--- src/rtl/csa_frame_accumulator.sv ---
// Frame accumulator wrapped around an external combinational carry-select adder.
// Feeds the adder with the running low word and the incoming sample, captures
// sum/cout on every accepted sample, extends the total with a saturating carry
// counter and hands one frame total downstream per FRAME_LEN samples or i_last.
module csa_frame_accumulator #(
  parameter int WIDTH     = 12,
  parameter int FRAME_LEN = 16,
  parameter int CARRY_W   = 4,
  localparam int CNT_W    = $clog2(FRAME_LEN + 1)
) (
  input  logic                       i_clk,
  input  logic                       i_rst_n,
  input  logic                       i_valid,
  output logic                       o_ready,
  input  logic [WIDTH-1:0]           i_data,
  input  logic                       i_last,
  output logic [WIDTH-1:0]           o_add_term1,
  output logic [WIDTH-1:0]           o_add_term2,
  input  logic [WIDTH-1:0]           i_sum,
  input  logic                       i_cout,
  output logic                       o_valid,
  input  logic                       i_ready,
  output logic [WIDTH+CARRY_W-1:0]   o_result,
  output logic [CNT_W-1:0]           o_count,
  output logic                       o_ovf
);

  typedef enum logic {
    ACCUM = 1'b0,
    HOLD  = 1'b1
  } state_e;

  localparam logic [CNT_W-1:0] FRAME_LEN_C = CNT_W'(FRAME_LEN);

  state_e               state_q, state_d;
  logic [WIDTH-1:0]     acc_lo_q, acc_lo_d;
  logic [CARRY_W-1:0]   acc_hi_q, acc_hi_d;
  logic [CNT_W-1:0]     cnt_q, cnt_d;
  logic                 ovf_q, ovf_d;

  logic                 accept;
  logic [CNT_W-1:0]     cnt_inc;

  assign accept  = i_valid & (state_q == ACCUM);
  assign cnt_inc = cnt_q + CNT_W'(1);

  // Next-state logic: accumulate on accept, close the frame, clear on handoff
  always_comb begin
    state_d  = state_q;
    acc_lo_d = acc_lo_q;
    acc_hi_d = acc_hi_q;
    cnt_d    = cnt_q;
    ovf_d    = ovf_q;
    case (state_q)
      ACCUM: begin
        if (accept) begin
          acc_lo_d = i_sum;
          // Carry counter saturates instead of wrapping; the flag stays set
          // for the rest of the frame.
          if ((acc_hi_q == '1) && i_cout) begin
            ovf_d = 1'b1;
          end else begin
            acc_hi_d = acc_hi_q + CARRY_W'(i_cout);
          end
          cnt_d = cnt_inc;
          if ((cnt_inc == FRAME_LEN_C) || i_last) begin
            state_d = HOLD;
          end
        end
      end
      HOLD: begin
        if (i_ready) begin
          state_d  = ACCUM;
          acc_lo_d = '0;
          acc_hi_d = '0;
          cnt_d    = '0;
          ovf_d    = 1'b0;
        end
      end
      default: state_d = ACCUM;
    endcase
  end

  // State and accumulator registers
  always_ff @(posedge i_clk or negedge i_rst_n) begin
    if (!i_rst_n) begin
      state_q  <= ACCUM;
      acc_lo_q <= '0;
      acc_hi_q <= '0;
      cnt_q    <= '0;
      ovf_q    <= 1'b0;
    end else begin
      state_q  <= state_d;
      acc_lo_q <= acc_lo_d;
      acc_hi_q <= acc_hi_d;
      cnt_q    <= cnt_d;
      ovf_q    <= ovf_d;
    end
  end

  assign o_ready     = (state_q == ACCUM);
  assign o_valid     = (state_q == HOLD);
  assign o_add_term1 = acc_lo_q;
  assign o_add_term2 = accept ? i_data : '0;
  assign o_result    = {acc_hi_q, acc_lo_q};
  assign o_count     = cnt_q;
  assign o_ovf       = ovf_q;

endmodule

--- config.mk ---
export PLATFORM = sky130hd
export DESIGN_NAME = csa_frame_accumulator
export DESIGN_NICKNAME = d
export VERILOG_FILES = /design/src/rtl/csa_frame_accumulator.sv
export SDC_FILE = /design/constraint.sdc
export NUM_CORES = 1
export LEC_CHECK = 0
export ABC_AREA = 1
export CAP_MARGIN = 10
export CORE_ASPECT_RATIO = 0.6
export CORE_UTILIZATION = 36
export DETAILED_ROUTE_END_ITERATION = 8
export PLACE_DENSITY = 0.84
export SLEW_MARGIN = 10
export SYNTH_ARGS = -nofsm -noshare
export SYNTH_HDL_FRONTEND = slang
export SYNTH_SLANG_ARGS = --single-unit
--- constraint.sdc ---
create_clock -name i_clk -period 1.4 [get_ports i_clk]
set_clock_uncertainty 0.15 [all_clocks]
set_input_delay 0.28 -clock i_clk [delete_from_list [all_inputs] [get_ports i_clk]]
set_output_delay 0.28 -clock i_clk [all_outputs]
set_load 0.02 [all_outputs]
# After elaboration in Yosys (flattened, before gate mapping)
# Index checks and enable logic that the tools add are counted.
[totals]
ff_bits = 23
output_inout_bits = 48
word_cells = 39
input_bits = 30
[op_classes]
n_bitwise = 2
reduce_logical = 5
add_sub_neg = 2
n_mux = 19
n_eq_ne = 6
[ops]
columns = ["op", "n"]
rows = [
  ["$mux W12", 3],
  ["$pmux W12 S2", 1],
  ["$mux W4", 3],
  ["$mux W5", 2],
  ["$pmux W5 S2", 1],
  ["$pmux W4 S2", 1],
  ["$mux W1", 6],
  ["$reduce_and A3 Y1", 2],
  ["$add A5 B1 Y5 const B", 1],
  ["$eq A5 B5 Y1 const B", 1],
  ["$add A4 B1 Y4", 1],
  ["$eq A4 B4 Y1 const B", 1],
  ["$ne A2 B1 Y1 const B", 2],
  ["$ne A2 B2 Y1 const B", 2],
  ["$pmux W1 S2", 2],
  ["$reduce_and A2 Y1", 1],
  ["$and A1 B1 Y1", 1],
  ["$logic_and A1 B1 Y1", 1],
  ["$logic_or A1 B1 Y1", 1],
  ["$not A1 Y1", 1],
]

# Logic depth before layout (Yosys ltp)
# Gate-level depths: netlist of the first run.
[logic_depth]
depth_word = 6
mapped_depth = 7
ltp_nobuf = 7

# Worst setup path after synthesis of the first run
# OpenSTA, ideal clock, no wires.
[synth_path]
path_kind = "register to output"
startpoint = "register state_q, in the netlist o_valid"
endpoint = "output port o_add_term2[10]"
setup_slack_ns = -0.279
stages_incl_launch_ff = 5
arrival_time_ns = 1.249
cell_sequence = "dfrtp_1 > inv_2 > nand2_2 > buf_2 > nor2_1"
[synth_between]
elab_chain_len = 3
[synth_lines]
columns = ["item", "line", "rtl"]
rows = [
  ["from (decl)", "35", "state_e state_q, state_d;"],
  ["from (signal assigned)", "93", "state_q <= state_d;"],
  ["$not A1 Y1", "-", ""],
  ["named net o_ready", "14", "output logic o_ready,"],
  ["$and A1 B1 Y1", "44", "assign accept = i_valid & (state_q == ACCUM);"],
  ["$mux W12", "104", "assign o_add_term2 = accept ? i_data : '0;"],
  ["to (decl)", "18", "output logic [WIDTH-1:0] o_add_term2,"],
]
# The timed path passes the listed nets, and every way through them passes these cells.

# Final worst setup path of the first run
[layout_path]
startpoint = "register state_q, in the netlist o_valid"
endpoint = "output port o_add_term2[3]"
[layout_between]
elab_chain_len = 3
[layout_lines]
columns = ["item", "line"]
rows = [
  ["$not A1 Y1", "-"],
  ["$and A1 B1 Y1", "44"],
  ["$mux W12", "104"],
]
# No other way between the ends.

==> summary.txt, run 1 <==
Routing
  • Final wirelength: 3989 um
  • Post-DR wirelength/cell: ~14 um
  • Vias per std cell: 4.711
  • Pre-antenna DRT Iters: 4
  • Number of DRC markers in iteration 0: 64
  • Vias: 1338
  • Post-route ant nets: 0
  • Remaining DRCs: 0

Worst setup path
  • R2R depth: 6
  • Beginning of the worst register-to-register path: o_valid$_DFF_PN0_
  • Data required, critical path: 0.97 ns
  • CP Data Arrival Time: between 1 and 1.5 ns
  • R2r setup slk: -0.02 ns
  • Worst setup SP type: register
  • Crit Path Class: reg2out
  • CP Capture Type: output pin
  • Worst-path maximum fanout: 7
  • Critical R2R Capture: o_add_term1[0]$_DFFE_PN0P_

Floorplan
  • Floorplan row count: 16
  • Die Y: 47.53 um
  • Die ar.: 3702 um^2
  • # IOs: 78
  • Core area: between 3000 and 4000 um^2
  • Initial Util: 37.88%
  • Die Wd: 77.88 um

Logic synthesis
  • Syn_nets: 179
  • Distinct cells, synth: 22
  • Post-Synthesis Cells: 145
  • Post-synth EDFFs: 0
  • Area contributors post-synth: dfrtp_1 (46%), a22o_1 (9.2%), buf_4 (7.8%)
  • Mapped cell area: 1244 um^2
  • Sequential fraction of the synthesis area: 46.28%
  • Most frequent cells after synthesis: nand2_1 (24), dfrtp_1 (23), inv_1 (19), nor2_1 (19)
  • Area leader, netlist: dfrtp_1
  • Top-area cell type share of the netlist area: 46.28%
  • Post-synthesis register bit count: 23
  • Dominant synthesized flop cell: dfrtp_1
  • Avg Cell Area, Syn: 8.577 um^2
  • Post-synth ARST share: 100.0%
  • Count leader, synth: nand2_1
  • Number of synthesis warnings: 0

Worst hold path
  • Type of the worst min-delay path: in2async

Global routing
  • Initial antenna violation count: 0
  • Overall global routing resource usage: 20.17%
  • Grt total ovfl: 0
  • First-pass GRT wire length: 5547 um
  • Vias in the first global route: around 1200
  • Largest net degree at the start of global routing: 24

STA
  • RSZ-0062 raised after global routing: yes
  • Final Hold Viols: 0
  • Worst hold margin: 0.2068 ns
  • Relative slew slack: 83.59%
  • Pins Over Slew Limit: 0
  • Worst setup margin: -0.1864 ns
  • Final period util: 113.3%
  • Max Fclk: roughly 630 MHz
  • Minimum clock period: 1.586 ns
  • Final setup viols: 18
  • Worst slew pin tran: 0.2461 ns

CTS
  • Clock Latency Late Sink: 0.27 ns
  • CTS Hold Buffers Added: 0
  • CTS Buf Count: 3
  • Reg clk slew, reported paths: 0.08 ns
  • Max clock buf depth: 2
  • Htree depth: 1
  • Sink Count: 23
  • CTS tree: done
  • CTS root buffer: clkbuf_8

Layout
  • Final Util: ~73%
  • Inserted Diodes: 0
  • Final layout net count: 274
  • Layout cells sized above 1: between 40% and 50%
  • Area delta synth->final: 91.85%
  • Final instance area: ~2400 um^2

Run status
  • Status: finished, violations left
  • Failing checks: negative setup slack

Placement
  • Gpl congestion: 0.7810
  • Post-place setup slack: -0.8651 ns
  • Placed inst area: roughly 2200 um^2
  • Port bufs: 77
  • Detail Placement HPWL: 2453 um

Power and ir drop
  • VDD IR max: 0.8089 mV
  • Tot Pwr: 3.284 mW
  • PwrDens: 1376 nW/um^2
  • Leakage power: 1.171 nW

Run
  • Total of max-cap violations: 0
[where the power goes]
part           switching, mW  total [mW]  internal [mW]
Combinational           1.06        1.90          0.842
Clock                  0.211       0.414          0.203
Sequential             0.137       0.973          0.836
[metal layers]
metal / track usage, % / wire length, um / vias up
li1: - / - / 641
met1: 24.18 / 1672 / 625
met2: 35.58 / 1950 / 60
met3: 6.286 / 273 / 12
met4: 7.925 / 93 / 0
met5: 0 / 0 / -
[cell usage in the layout (no fill, tap or decap), types with 3 or more instances in the layout]
cell type	netlist	layout
clkdlybuf4s50_1	0	27
clkbuf_2	0	23
dfrtp_1	23	21
nand2_1	24	20
buf_6	1	20
buf_4	13	19
inv_1	19	18
nor2_4	0	13
a22o_1	13	13
clkdlybuf4s15_2	0	7
nand3_1	9	6
nor2_1	19	6
nand2_2	2	5
nand2_8	0	3
inv_2	3	3
nand3_2	0	3
nand4_1	3	3
clkbuf_8	0	3
clkdlybuf4s15_1	0	3
[cell families after synthesis]
group	after synthesis	share of synthesized area (%)
AO/OA/AOI/OAI	20	12.37
XOR/XNOR	1	0.7044
adder cells (fa/ha/maj)	4	4.024
buffers and inverters	38	16.10
flip-flops	23	46.28
AND/OR/NAND/NOR	59	20.52
[cell type report]
cell class | instances | area [um^2]
clock buffers | 4 | 45.04
inverters | 23 | 103.9
multi-input cells | 85 | 689.4
repair inverters | 1 | 8.758
fillers | 268 | 897.1
repair buffers | 103 | 904.6
well taps | 45 | 56.30
flip-flops and latches | 23 | 578.1
[stage by stage]
| step | cells | setup TNS [ns] |
|---|---|---|
| global placement | 274 | -18.79 |
| global route | 284 | -3.350 |
| finish | 284 | -2.214 |
| detailed placement | 274 | -19.56 |
| CTS | 281 | -3.038 |
| floorplan | 145 | -0.2596 |
[state kept, by name, summed over array words and instances, names as in the netlist]
| name | flops |
|---|---|
| o_add_term1 | 12 |
| o_count | 5 |
| acc_hi_q | 4 |
| o_ovf | 1 |
| o_valid | 1 |
[how the worst max path moves through the flow]
stage                                  from               to  slack [ns]
after CTS                 o_valid$_DFF_PN0_   o_add_term2[0]       -0.23
after floorplan           o_valid$_DFF_PN0_  o_add_term2[10]       -0.04
after global placement              i_valid  o_add_term2[11]       -0.79
final                     o_valid$_DFF_PN0_   o_add_term2[3]       -0.19
after global routing      o_valid$_DFF_PN0_   o_add_term2[2]       -0.23
after detailed placement            i_valid   o_add_term2[0]       -0.87
[worst max-delay path: stages (launching register included)]
cell	delay (ns)
dfrtp_2	0.44
clkinv_4	0.10
nand2_8	0.11
nor2_4	0.12
buf_6	0.13
[repair_timing]
action                                  in CTS  in global routing
buffers inserted                             3                  3
pin swaps                                    1                 16
gates resized for setup                    169                 61
hold endpoints to repair                     0                  0
cloned                                       1                  1
endpoints found under the setup margin      71                 64
Power figures use the tool's default switching activity.
==> run 2, diff against run 1 <==
--- a/config.mk
+++ b/config.mk
@@ -8,9 +8,9 @@
 export ABC_AREA = 1
 export CAP_MARGIN = 10
 export CORE_ASPECT_RATIO = 0.6
-export CORE_UTILIZATION = 36
+export CORE_UTILIZATION = 33
 export DETAILED_ROUTE_END_ITERATION = 8
-export PLACE_DENSITY = 0.84
+export PLACE_DENSITY = 0.81
 export SLEW_MARGIN = 10
 export SYNTH_ARGS = -nofsm -noshare
 export SYNTH_HDL_FRONTEND = slang
==> constraint.sdc (replaced) <==
create_clock -name i_clk -period 1.25 [get_ports i_clk]
set_clock_uncertainty 0.15 [all_clocks]
set_input_delay 0.25 -clock i_clk [delete_from_list [all_inputs] [get_ports i_clk]]
set_output_delay 0.25 -clock i_clk [all_outputs]
set_load 0.02 [all_outputs]
==> run 2 against run 1 <==
Setup slack lost 0.13 ns. First-iteration DRC count increased by 20%. Final area rose by 12%. Critical endpoint is now o_ready. Die area grew 8.8%. Sequential share of layout area down 2.4 points. Total power grew 28%. Largest cell class unchanged. Worst hold slack got worse by 0.048 ns. Core utilization grew 5.4 points. The flow still finishes with violations (negative setup slack). Highest routed layer unchanged. Critical path depth is the same. Combinational power is 36% higher. Via count is 4.3% higher. Largest power group unchanged. Flip-flop and latch count did not move.
==> summary.txt, run 2 (synthesis gave the netlist of run 1 again) <==
Layout
  • Max reg flops: 12
  • Highest-count cells in the layout ignoring fill and taps: buf_6 (53), buf_4 (29), clkdlybuf4s50_1 (27)
  • Layout cells sized above 1: a little over half
  • Final instance area: 2674 um^2
  • Final Util: 78.11%
  • Area delta synth->final: 115.0%
  • Leading cell type in the layout, fill and taps excluded: buf_6
  • Inserted Diodes: 0
  • Final layout net count: 288

Power and ir drop
  • Clk pwr share: ~11%
  • Switch share: 39.91%
  • Internal power: between 2 and 3 mW
  • Sequential power share: 27.2%
  • Switching power: 1.673 mW
  • Comb pwr share: 61.7%
  • PwrDens: 1567 nW/um^2
  • Leakage power: about 1.3 nW
  • VDD IR max: 0.9844 mV

Run status
  • Status: finished, violations left
  • Failing checks: negative setup slack

Placement
  • Port bufs: 77
  • Post-place setup slack: -0.9278 ns
  • Detail Placement HPWL: 2693 um
  • Gpl congestion: 0.8119
  • Placed inst area: ~2300 um^2

CTS
  • Htree depth: 1
  • CTS Hold Buffers Added: 0
  • Sink Count: 23
  • Clock Latency Late Sink: 0.27 ns
  • CTS tree: done
  • CTS Buf Count: 3
  • Max clock buf depth: 2
  • Reg clk slew, reported paths: 0.09 ns
  • CTS root buffer: clkbuf_8

Routing
  • Vias: 1395
  • Pre-antenna DRT Iters: 4
  • Vias per std cell: 4.681
  • Final wirelength: 4249 um
  • WL met1: 1890 um
  • Met3 routed WL: 308 um
  • Uppermost layer routed: met4
  • Number of DRC markers in iteration 0: 77
  • Post-route ant nets: 0
  • Post-DR wirelength/cell: 14.26 um
  • Remaining DRCs: 0
  • Met2 routed WL: 1971 um

STA
  • Worst setup margin: -0.3193 ns
  • Minimum clock period: about 1.6 ns
  • Final setup viols: 41
  • Relative slew slack: 83.02%
  • RSZ-0062 raised after global routing: yes
  • Worst hold margin: roughly 0.16 ns
  • Max Fclk: 637.2 MHz
  • Final period util: 125.5%
  • Final Hold Viols: 0
  • Setup TNS: -8.400 ns
  • Pins Over Slew Limit: 0
  • Worst slew pin tran: 0.2537 ns

Global routing
  • Grt total ovfl: 0
  • Initial antenna violation count: 0
  • Largest net degree at the start of global routing: 24
  • Vias in the first global route: between 1000 and 1500
  • First-pass GRT wire length: 5892 um
  • Overall global routing resource usage: about a fifth

Floorplan
  • Core area: ~3400 um^2
  • Die Wd: 81.26 um
  • Die Y: 49.55 um
  • Initial Util: 36.33%
  • Floorplan row count: 16
  • Die ar.: 4026 um^2
  • # IOs: ~80

Worst setup path
  • R2r setup slk: -0.23 ns
  • CP Data Arrival Time: 1.17 ns
  • Data required, critical path: 0.85 ns
  • Beginning of the worst register-to-register path: o_valid$_DFF_PN0_
  • Worst-path maximum fanout: 3
  • Worst setup SP type: register
  • CP Capture Type: output pin
  • Crit Path Class: reg2out
  • Critical R2R Capture: acc_hi_q[2]$_DFFE_PN0P_
  • R2R depth: 7

Run
  • Total of max-cap violations: 0

Worst hold path
  • Type of the worst min-delay path: in2async
-- run 2: cell count changes in the layout (fill, tap and decap cells not counted), sizes merged --
cell           change
clkdlybuf4s15     -10
clkbuf            -23
buf               +47
-- run 2: worst max-delay path by stage --
stage	start	to	slack [ns]	cells past startpoint
finish	o_valid$_DFF_PN0_	o_ready	-0.32	4
CTS	o_valid$_DFF_PN0_	o_add_term2[0]	-0.34	4
global placement	i_valid	o_add_term2[11]	-0.87	4
global route	o_valid$_DFF_PN0_	o_add_term2[11]	-0.35	4
detailed placement	i_valid	o_add_term2[0]	-0.93	4
floorplan	o_valid$_DFF_PN0_	o_add_term2[10]	-0.16	4
-- run 2: what timing repair did --
item | in CTS | in global routing
cloned | 2 | 0
resized for setup | 224 | 96
pin swaps | 2 | 16
setup buffers | 5 | 12
endpoints found under the setup margin | 71 | 68
-- run 2: final cells by class --
class / count / area, um^2
multi-input cells: 85 / 688.2
repair buffers: 118 / 1205
clock inverters: 1 / 5.005
flip-flops and latches: 23 / 584.3
clock buffers: 3 / 41.29
fillers: 230 / 749.5
inverters: 23 / 93.84
well taps: 45 / 56.30
-- run 2: routing by layer --
metal	global-route usage, %	up-vias
met5	0	-
met4	5.357	0
met3	6.111	9
li1	-	671
met1	26.21	656
met2	30.11	59
-- run 2: critical path, stage by stage (launching register included) --
cell	delay, ns
dfrtp_2	0.41
clkinv_4	0.11
buf_4	0.15
buf_6	0.11
buf_6	0.12
-- run 2: stage by stage --
stage               instances  power [mW]
global placement          276       3.163
detailed placement        276       3.222
finish                    298       4.191
global route              298       4.409
CTS                       287       3.569
floorplan                 145       2.242
-- run 2: power groups by stage --
stage / clock network (mW) / registers, mW / logic [mW]
CTS: 0.469 / 1.08 / 2.02
finish: 0.468 / 1.14 / 2.58
global route: 0.513 / 1.16 / 2.73
detailed placement: 0 / 1.10 / 2.12
global placement: 0 / 1.10 / 2.07
floorplan: 0 / 1.43 / 0.815
==> run 3, diff against run 2 <==
--- a/config.mk
+++ b/config.mk
@@ -8,8 +8,10 @@
 export ABC_AREA = 1
 export CAP_MARGIN = 10
 export CORE_ASPECT_RATIO = 0.6
+export CORE_MARGIN = 2
 export CORE_UTILIZATION = 33
 export DETAILED_ROUTE_END_ITERATION = 8
+export GPL_TIMING_DRIVEN = 0
 export PLACE_DENSITY = 0.81
 export SLEW_MARGIN = 10
 export SYNTH_ARGS = -nofsm -noshare
==> run 3 against run 2 <==
Sequential share of layout area down 0.61 points. The run still ends with negative setup slack left. Maximum frequency down 4.4%. Core utilization down 2.3 points. Wire length fell by 3.4%. Combinational power rose by 3%. Setup slack worse by 0.072 ns. Register-to-register slack got worse by 0.09 ns. Non-clock buffer count rose by 7. Sequential power up 4%. Die area grew 6.6%. First-iteration DRC count fell by 44%.
==> summary.txt, run 3 (synthesis gave the netlist of run 1 again) <==
STA
  • Relative slew slack: 61.72%
  • Worst hold margin: 0.3551 ns
  • Minimum clock period: 1.641 ns
  • Final period util: 131.3%
  • Final Hold Viols: 0
  • Max Fclk: 609.4 MHz
  • Final setup viols: 53
  • Pins Over Slew Limit: 0
  • Worst slew pin tran: ~0.57 ns
  • Worst setup margin: -0.3909 ns
  • RSZ-0062 raised after global routing: yes

Routing
  • Vias per std cell: between 4 and 5
  • Post-route ant nets: 0
  • Pre-antenna DRT Iters: 4
  • Number of DRC markers in iteration 0: 43
  • Remaining DRCs: 0
  • Vias: 1402
  • Post-DR wirelength/cell: ~13 um
  • Final wirelength: 4105 um

Power and ir drop
  • VDD IR max: 1.145 mV
  • Clk pwr share: a little over a tenth
  • PwrDens: 1563 nW/um^2
  • Internal power: 2.648 mW
  • Switching power: between 1.5 and 2 mW
  • Switch share: 38.53%
  • Sequential power share: a little over a quarter
  • Comb pwr share: 61.9%
  • Leakage power: 1.346 nW

CTS
  • Htree depth: 1
  • Clock Latency Late Sink: 0.27 ns
  • Reg clk slew, reported paths: about 0.08 ns
  • Max clock buf depth: 2
  • Sink Count: 23
  • CTS root buffer: clkbuf_8
  • CTS tree: done
  • CTS Buf Count: 3

Floorplan
  • Die ar.: roughly 4300 um^2
  • Floorplan row count: 17
  • Die Wd: 83.26 um
  • Initial Util: around a third
  • Die Y: 51.55 um
  • Core area: 3637 um^2
  • # IOs: 78

Layout
  • Highest-count cells in the layout ignoring fill and taps: buf_6 (60), clkdlybuf4s50_1 (26), buf_4 (24)
  • Final instance area: 2756 um^2
  • Layout cells sized above 1: 51.74%
  • Final layout net count: 294
  • Max reg flops: 12
  • Area delta synth->final: 121.6%
  • Leading cell type in the layout, fill and taps excluded: buf_6
  • Inserted Diodes: 0

Run
  • Total of max-cap violations: 0

Worst setup path
  • Worst-path maximum fanout: 5
  • Worst setup SP type: register
  • Slowest CP cell: dfrtp_2
  • Crit path buffers/inverters: 3
  • CP Data Arrival Time: roughly 1.2 ns
  • CP Capture Type: output pin
  • Worst path max stage delay: 0.45 ns
  • Crit path cell chain: inv_4 > nand2_8 > buf_12 > nor2_4 > buf_6
  • Crit Path Class: reg2out
  • Data required, critical path: 0.85 ns
  • Top delay family on crit path: flip-flops

Worst hold path
  • Type of the worst min-delay path: in2async

Global routing
  • Vias in the first global route: 1316
  • Grt total ovfl: 0
  • First-pass GRT wire length: just over 6000 um
  • Initial antenna violation count: 0
  • Largest net degree at the start of global routing: 24
  • Overall global routing resource usage: 18.24%

Run status
  • Status: finished, violations left
  • Failing checks: negative setup slack

Placement
  • Gpl congestion: 0.7564
  • Detail Placement HPWL: between 2000 and 3000 um
  • Placed inst area: 2220 um^2
  • Post-place setup slack: -0.9490 ns
  • Port bufs: 77
-- run 3: cell types whose count changed in the layout (fill, tap and decap cells not counted), moves of 3 or more --
cell     previous run  this run
nand3_2             5         0
nand2_4             3         0
buf_6              53        60
nand3_1             4         9
buf_4              29        24
-- run 3: final timing paths --
kind                                             from                          to  slack, ns  cells after the start
max                                 o_valid$_DFF_PN0_              o_add_term2[1]      -0.39                      5
min                                           i_rst_n     acc_hi_q[1]$_DFFE_PN0P_       0.36                      2
max reg2reg                         o_valid$_DFF_PN0_      o_count[1]$_DFFE_PN0P_      -0.32                      8
min reg2reg                o_add_term1[3]$_DFFE_PN0P_  o_add_term1[3]$_DFFE_PN0P_       0.42                      1
max in group asynchronous                     i_rst_n      o_count[1]$_DFFE_PN0P_       0.18                      2
min in group i_clk                             i_cout     acc_hi_q[0]$_DFFE_PN0P_       0.38                      4
-- run 3: through the flow --
| stage | TNS [ns] | cells | power, mW | utilization [%] |
|---|---|---|---|---|
| after floorplan | -3.396 | 145 | 2.242 | - |
| after global placement | -38.88 | 269 | 3.062 | 61.03 |
| after detailed placement | -38.84 | 269 | 3.100 | 61.03 |
| after CTS | -10.10 | 298 | 4.055 | 70.69 |
| after global routing | -14.31 | 306 | 4.569 | 75.78 |
| final | -11.64 | 306 | 4.308 | 75.78 |
-- run 3: power groups by stage --
stage / registers (mW) / clock network (mW) / logic [mW]
2_1_floorplan: 1.43 / 0 / 0.815
3_3_place_gp: 1.23 / 0 / 1.83
3_5_place_dp: 1.23 / 0 / 1.87
4_1_cts: 1.16 / 0.472 / 2.42
5_1_grt: 1.21 / 0.510 / 2.85
6_report: 1.18 / 0.465 / 2.67
-- run 3: area by class of cell --
type	count	area, um^2
buffer	15	181.4
clock buffer	4	45.04
fill	263	880.8
inverter	23	93.84
multi-input combinational	84	656.9
sequential	23	585.6
tap	47	58.81
timing repair buffer	110	1135
-- run 3: timing repair --
action / 4_1_cts / 5_1_grt
buffers inserted: 23 / 7
gates resized for setup: 287 / 34
cloned: 2 / 1
setup endpoints to repair: 92 / 92
hold buffers: 0 / 1
endpoints found under the hold margin: 0 / 23
pin swaps: 3 / 3
-- run 3: routing by layer --
metal / vias to the layer above / global-route usage (%) / part of all wire [%]
li1: 686 / - / -
met4: 0 / 3.279 / 2.2
met2: 51 / 29.84 / 45
met3: 10 / 5.397 / 6.5
met5: - / 0 / 0
met1: 655 / 24.62 / 46
